===== config.mk =====
export PLATFORM = sky130hd
export DESIGN_NAME = mdu_sequencer
export DESIGN_NICKNAME = d
export VERILOG_FILES = /design/src/rtl/mdu_pkg.sv /design/src/rtl/mdu_iter_step.sv /design/src/rtl/mdu_sequencer.sv
export SDC_FILE = /design/constraint.sdc
export NUM_CORES = 1
export LEC_CHECK = 0
export BUFFER_PORTS_ARGS = -buffer_cell sky130_fd_sc_hd__buf_2
export CORE_MARGIN = 2
export CORE_UTILIZATION = 62
export DETAILED_ROUTE_END_ITERATION = 10
export PLACE_DENSITY = 0.82
export SLEW_MARGIN = 20
export SYNTH_ARGS = -nofsm -noshare
export SYNTH_HDL_FRONTEND = slang
export SYNTH_SLANG_ARGS = --single-unit
export TNS_END_PERCENT = 20

===== constraint.sdc =====
create_clock -name clk -period 4.7 [get_ports clk]
set_input_delay 1.41 -clock clk [delete_from_list [all_inputs] [get_ports clk]]
set_output_delay 1.41 -clock clk [all_outputs]
set_load 0.02 [all_outputs]

===== src/rtl/mdu_pkg.sv =====
// Shared types and constants for the RV32M multiply/divide sequencer.
package mdu_pkg;

  localparam int unsigned MDU_XLEN = 32;

  localparam logic [MDU_XLEN-1:0] MDU_DIV0_QUOT    = {MDU_XLEN{1'b1}};
  localparam logic [MDU_XLEN-1:0] MDU_OVF_DIVIDEND = {1'b1, {(MDU_XLEN-1){1'b0}}};

  typedef enum logic [2:0] {
    MUL    = 3'b000,
    MULH   = 3'b001,
    MULHSU = 3'b010,
    MULHU  = 3'b011,
    DIV    = 3'b100,
    DIVU   = 3'b101,
    REM    = 3'b110,
    REMU   = 3'b111
  } mdu_op_t;

  typedef enum logic [1:0] {
    IDLE = 2'b00,
    CALC = 2'b01,
    FIX  = 2'b10,
    DONE = 2'b11
  } mdu_state_t;

  function automatic logic op_is_div(input mdu_op_t op);
    return op[2];
  endfunction

  function automatic logic op_is_rem(input mdu_op_t op);
    return op[2] & op[1];
  endfunction

  // MUL is handled as unsigned: its low word does not depend on operand signs.
  function automatic logic op_signed_a(input mdu_op_t op);
    logic res;
    case (op)
      MULH, MULHSU, DIV, REM: res = 1'b1;
      default:                res = 1'b0;
    endcase
    return res;
  endfunction

  function automatic logic op_signed_b(input mdu_op_t op);
    logic res;
    case (op)
      MULH, DIV, REM: res = 1'b1;
      default:        res = 1'b0;
    endcase
    return res;
  endfunction

endpackage


===== src/rtl/mdu_iter_step.sv =====
// One radix-2 iteration: shift-add for multiply, restoring shift-subtract for divide.
module mdu_iter_step
  import mdu_pkg::*;
#(
  parameter int XLEN = 32
) (
  input  logic [2*XLEN:0] acc_i,
  input  logic [XLEN-1:0] operand_i,
  input  logic            is_div_i,
  output logic [2*XLEN:0] acc_o
);

  logic [XLEN:0]   add_sum;
  logic [XLEN:0]   rem_sh;
  logic [XLEN+1:0] diff;

  // acc = {hi+carry, lo}; multiply consumes lo LSB-first, divide shifts quotient bits into lo
  always_comb begin
    add_sum = acc_i[2*XLEN:XLEN]
            + (acc_i[0] ? {1'b0, operand_i} : {(XLEN+1){1'b0}});
    rem_sh  = acc_i[2*XLEN-1:XLEN-1];
    diff    = {1'b0, rem_sh} - {2'b00, operand_i};
    if (is_div_i) begin
      acc_o = {(diff[XLEN+1] ? rem_sh : diff[XLEN:0]), acc_i[XLEN-2:0], ~diff[XLEN+1]};
    end else begin
      acc_o = {1'b0, add_sum, acc_i[XLEN-1:1]};
    end
  end

endmodule


===== src/rtl/mdu_sequencer.sv =====
// Multi-cycle RV32M multiply/divide sequencer: operands are run as magnitudes
// through XLEN iterations and sign-corrected in a final fix-up cycle.
module mdu_sequencer
  import mdu_pkg::*;
#(
  parameter int XLEN  = MDU_XLEN,
  parameter int CNT_W = $clog2(XLEN) + 1
) (
  input  logic            clk,
  input  logic            rst_n,
  input  logic            start,
  input  logic            kill,
  input  logic [2:0]      Funct3,
  input  logic [XLEN-1:0] SrcA,
  input  logic [XLEN-1:0] SrcB,
  output logic            busy,
  output logic            done,
  output logic [XLEN-1:0] Result
);

  localparam int               AW        = 2 * XLEN + 1;
  localparam logic [CNT_W-1:0] LAST_ITER = CNT_W'(XLEN - 1);

  mdu_state_t        state_q, state_d;
  mdu_op_t           op_q, op_d;
  logic [CNT_W-1:0]  cnt_q, cnt_d;
  logic [AW-1:0]     acc_q, acc_d;
  logic [XLEN-1:0]   opnd_q, opnd_d;
  logic              neg_q, neg_d;
  logic              special_q, special_d;
  logic              busy_q, busy_d;
  logic              done_q, done_d;
  logic [XLEN-1:0]   result_q, result_d;

  mdu_op_t           req_op;
  logic              a_neg, b_neg;
  logic [XLEN-1:0]   a_mag, b_mag;
  logic              div_zero, div_ovf;
  logic [XLEN-1:0]   special_val;
  logic [AW-1:0]     acc_step;
  logic [2*XLEN-1:0] prod, prod_fix;
  logic [XLEN-1:0]   quot, rem;
  logic [XLEN-1:0]   fix_val;

  mdu_iter_step #(.XLEN(XLEN)) u_step (
    .acc_i     (acc_q),
    .operand_i (opnd_q),
    .is_div_i  (op_is_div(op_q)),
    .acc_o     (acc_step)
  );

  // Request decode: magnitudes, sign flags and the results of the divide special cases
  always_comb begin
    req_op   = mdu_op_t'(Funct3);
    a_neg    = op_signed_a(req_op) & SrcA[XLEN-1];
    b_neg    = op_signed_b(req_op) & SrcB[XLEN-1];
    a_mag    = a_neg ? (-SrcA) : SrcA;
    b_mag    = b_neg ? (-SrcB) : SrcB;
    div_zero = op_is_div(req_op) && (SrcB == {XLEN{1'b0}});
    div_ovf  = op_is_div(req_op) && op_signed_a(req_op)
               && (SrcA == MDU_OVF_DIVIDEND) && (SrcB == {XLEN{1'b1}});
    if (div_zero) begin
      special_val = op_is_rem(req_op) ? SrcA : MDU_DIV0_QUOT;
    end else if (op_is_rem(req_op)) begin
      special_val = {XLEN{1'b0}};
    end else begin
      special_val = MDU_OVF_DIVIDEND;
    end
  end

  // Fix-up: a signed product is negated across the full double word before the word select
  always_comb begin
    prod     = acc_q[2*XLEN-1:0];
    prod_fix = neg_q ? (-prod) : prod;
    quot     = acc_q[XLEN-1:0];
    rem      = acc_q[2*XLEN-1:XLEN];
    if (special_q) begin
      fix_val = acc_q[XLEN-1:0];
    end else begin
      case (op_q)
        MUL:                fix_val = prod_fix[XLEN-1:0];
        MULH, MULHSU, MULHU: fix_val = prod_fix[2*XLEN-1:XLEN];
        DIV, DIVU:          fix_val = neg_q ? (-quot) : quot;
        REM, REMU:          fix_val = neg_q ? (-rem) : rem;
        default:            fix_val = {XLEN{1'b0}};
      endcase
    end
  end

  // Next-state and datapath update
  always_comb begin
    state_d   = state_q;
    op_d      = op_q;
    cnt_d     = cnt_q;
    acc_d     = acc_q;
    opnd_d    = opnd_q;
    neg_d     = neg_q;
    special_d = special_q;
    result_d  = result_q;
    case (state_q)
      IDLE: begin
        if (start && !kill) begin
          op_d = req_op;
          if (op_is_div(req_op)) begin
            neg_d  = op_is_rem(req_op) ? a_neg : (a_neg ^ b_neg);
            opnd_d = b_mag;
          end else begin
            neg_d  = a_neg ^ b_neg;
            opnd_d = a_mag;
          end
          if (div_zero || div_ovf) begin
            special_d = 1'b1;
            acc_d     = {{(XLEN+1){1'b0}}, special_val};
            state_d   = FIX;
          end else begin
            special_d = 1'b0;
            acc_d     = {{(XLEN+1){1'b0}}, (op_is_div(req_op) ? a_mag : b_mag)};
            cnt_d     = {CNT_W{1'b0}};
            state_d   = CALC;
          end
        end else begin
          state_d = IDLE;
        end
      end
      CALC: begin
        if (kill) begin
          state_d = IDLE;
        end else begin
          acc_d = acc_step;
          if (cnt_q == LAST_ITER) begin
            state_d = FIX;
          end else begin
            cnt_d = cnt_q + CNT_W'(1);
          end
        end
      end
      FIX: begin
        if (kill) begin
          state_d = IDLE;
        end else begin
          result_d = fix_val;
          state_d  = DONE;
        end
      end
      DONE:    state_d = IDLE;
      default: state_d = IDLE;
    endcase
    busy_d = (state_d != IDLE);
    done_d = (state_d == DONE);
  end

  // State and datapath registers
  always_ff @(posedge clk or negedge rst_n) begin
    if (!rst_n) begin
      state_q   <= IDLE;
      op_q      <= MUL;
      cnt_q     <= {CNT_W{1'b0}};
      acc_q     <= {AW{1'b0}};
      opnd_q    <= {XLEN{1'b0}};
      neg_q     <= 1'b0;
      special_q <= 1'b0;
      busy_q    <= 1'b0;
      done_q    <= 1'b0;
      result_q  <= {XLEN{1'b0}};
    end else begin
      state_q   <= state_d;
      op_q      <= op_d;
      cnt_q     <= cnt_d;
      acc_q     <= acc_d;
      opnd_q    <= opnd_d;
      neg_q     <= neg_d;
      special_q <= special_d;
      busy_q    <= busy_d;
      done_q    <= done_d;
      result_q  <= result_d;
    end
  end

  assign busy   = busy_q;
  assign done   = done_q;
  assign Result = result_q;

endmodule


==> out/results.txt <==
Sum of routed wire length over all layers: 52,800 um. For this run, design rule violations remaining after detail routing come to 0. The logs give 4.33 ns for the arrival time at the worst endpoint and 5.04 ns for the required time reported for the critical path endpoint. Via count: 16.6k.

In the post-synthesis netlist, the cell with the most instances is nand2_1. Once the clock tree was built, the resizer swapped 0 gates to a different size. Cell type with the largest total area after synthesis: dfrtp_1.

The area growth from synthesis to final layout is 9.32%. For this design, the sink count on the clock tree is 144. The startpoint-to-endpoint class of the critical path was reg -> reg. The sequential cell area was 0.00361 mm^2. Yosys mapped a number of flops with a built-in enable equal to 0. The logs give 63.4% for the initial core utilization and 0 for the final count of pins violating max slew.

The tools report the post-placement cell area as 0.0158 mm^2. Routability-driven placement finished with a final weighted congestion of 1.00. The number of vias per cell was 6.94; the via count of the first global-routing pass was 15.0k. Row generation in the floorplan step produced 56 rows. STA classifies the critical path endpoint as a flip-flop.

The cell sitting at the root of the clock tree is a clkbuf_16. Adding up every negative setup slack in the final design gives 0 ns. Headroom to the max-slew limit came out at 28.6%. The longest clock path from root to sink contains 2 buffers. Once placement completed, the tool counted placed cells totaling 2,357. The detailed router finished its first iteration with 2,468 violations. The wire length per cell after detailed routing works out to 22.1 um. Setup repair after global routing left no endpoint under its margin.

Pin placement for this block handled 105 I/O pins. Post-synthesis sequential area ratio: 24.1%. The wire-length estimate of the detail-placed layout is 39,900 um. The number of antenna violations at the first check in global routing came out at 0. The tools report the power after layout as 8980 uW. The tools report the total iterations of the first detailed-routing run as 7.

The tool flagged a number of max-cap violations equal to 0. Hold repair after CTS inserted 0 buffers. Counting the fill cells in the layout gives 1,981. In this run the biggest area consumer among cell types represents 24.1% of the synthesized area. The total overflow left after global routing is 0. The number of distinct standard cells referenced by the synthesized netlist was 80; the die span in y was 159 um.

In the global route stage, overall resource usage came out at 40.7%. The clock transition at the registers of the reported paths came out at 0.08 ns. The power density relative to cell area works out to 548 mW/mm^2. The run gives 0 as the number of antenna repair diodes.

After technology mapping, the gate count stands at 2,019. Setup violations remaining at the end of the flow were counted as 0. During synthesis, Yosys emitted a total of 0 warnings. The worst clock skew on the final layout is 0.0158 ns.

The die is 159 um wide. The final cell count without fillers is 2,389. The total count of hold-check failures in the final report was 0. Sorting the synthesized cells by how often they occur yields nand2_1 (221), o21ai_0 (215), nor2_1 (192). For this run, the top clock speed supported by timing is 251 MHz. Once the clock tree was built, the setup fixing pass inserted 0 buffers. TritonCTS built the clock tree. For the full die area, the log shows 0.0254 mm^2.

The tightest min-delay check is of the reg -> reg type. The core region is 0.0236 mm^2. At the pin with the least slew margin, the transition time is 1.06 ns. The tools report the combined area of the multi-input logic cells as 0.0106 mm^2. Yosys attributes the largest share of cell area to dfrtp_1 (24%), o21ai_0 (7.2%), ha_1 (5.8%).

For the worst-skew pair, the clock arrives at the later sink with an insertion delay of 0.45 ns. The number of buffers created by CTS is 17. Along the worst path, the maximum fanout reaches 10. Entering global routing, the biggest net connects 69 pins. The count of state elements after synthesis is 144, and the count of input and output buffers is 104.

CTS built an H-tree with a depth of 4. After routing the design area is 0.0164 mm^2. The worst setup path is launched from a flip-flop. In this run the cell area of the synthesized design comes to 0.0150 mm^2.

The wire length of the first global-routing pass was 83,000 um; the mean area per synthesized cell was 7.42 um^2. In the synthesized netlist the async set-or-reset flop fraction comes to 100%. The synthesized netlist net count is 2,162. The flow ran to the end, and the final reports show no timing, DRC or antenna violations. The net count of the finished layout is 2,200. The post-route netlist has 10.8% of its cells at a drive strength greater than 1. The count of nets left with antenna violations once routing finished came out at 0. Dividing the final minimum period by the clock period gives 84.9%.

Among all flip-flop cells after synthesis, the most frequent one is dfrtp_1. The standby leakage power was 0.00728 uW; the peak supply drop was 0.430 mV. The smallest clock period supported by the final layout is computed as 3.99 ns.
cells in the final DEF, fill, tap and decap left out, types with 31 or more instances in the layout:
cell,instances
o21ai_0,214
a21oi_1,158
nand3_1,39
xnor2_1,80
mux2i_1,44
ha_1,70
buf_4,51
nor3_1,40
nor2_1,191
a21o_1,45
a31oi_1,44
buf_2,103
inv_1,70
xor2_1,69
o211ai_1,37
o31ai_1,31
nand2_1,221
dfrtp_1,143
power breakdown:
group | switching, uW | leakage [uW] | internal, uW
clock network | 666 | 0.000280 | 705
registers | 563 | 0.00184 | 1510
logic | 3390 | 0.00516 | 2140
total | 4620 | 0.00728 | 4360
per-layer routing:
layer | up-vias | wire length [um] | GRT usage [%]
li1 | 7498 | - | -
met1 | 7701 | 21400 | 55.8
met2 | 1174 | 22500 | 61.2
met3 | 197 | 5950 | 7.71
met4 | 0 | 2860 | 21.1
met5 | - | 0 | 0
worst max-delay path: stages (launching register included):
cell and delay, ns:
dfrtp_1 0.46, inv_1 0.35, buf_4 0.23, nor2_1 0.05
ha_1 0.34, o21a_1 0.20, o31a_1 0.13, o41a_1 0.38
a311o_1 0.42, a21boi_0 0.36, o21bai_1 0.24, a41oi_1 0.31
xnor2_1 0.09, a221o_1 0.31
state kept, by name (all words and copies together), names as in the netlist:
| register | cells |
|---|---|
| done | 1 |
| acc_q | 65 |
| opnd_q | 32 |
| op_q | 3 |
| special_q | 1 |
| cnt_q | 6 |
| busy | 1 |
| neg_q | 1 |
| state_q | 2 |
| Result | 32 |
worst paths after layout:
check,start,to,slack (ns),cells after the start
worst min-delay path,Result[15],Result[15],0.48,2
min in group asynchronous,rst_n,acc_q[64],0.96,1
max in group asynchronous,rst_n,opnd_q[2],2.84,2
worst max-delay path,acc_q[0],acc_q[57],0.71,13
worst min register to register,Result[15],Result[15],0.48,2
worst max register to register,acc_q[0],acc_q[57],0.71,13
kinds of logic (layout without fill, tap and decap cells):
family | after synthesis | after routing | synth area share, %
AOI/OAI and AO/OA | 737 | 737 | 31.7
xor gates and xnor gates | 149 | 149 | 8.71
adders and majority gates | 72 | 72 | 6.12
buffers and inverters | 209 | 260 | 5.36
DFF | 144 | 144 | 24.1
muxes | 51 | 51 | 3.47
and+or+nand+nor | 657 | 657 | 20.6
stage by stage:
stage               setup slack, ns  hold slack [ns]  util (%)
finish                        0.711            0.478      69.3
global route                  0.554            0.502      69.3
CTS                           0.835            0.481      69.3
detailed placement            0.592            0.465      66.9
global placement              0.712            0.460      66.9
floorplan                     0.851            0.449         -
area by class of cell:
cell class	instances	area share, %
clock buffers	17	2.60
repair buffers	156	5.68
clock inverters	15	0.879
inverters	72	1.65
multi-input cells	1666	64.7
flip-flops and latches	144	22.0
well taps	319	2.44
(Power assumes the default switching activity.)
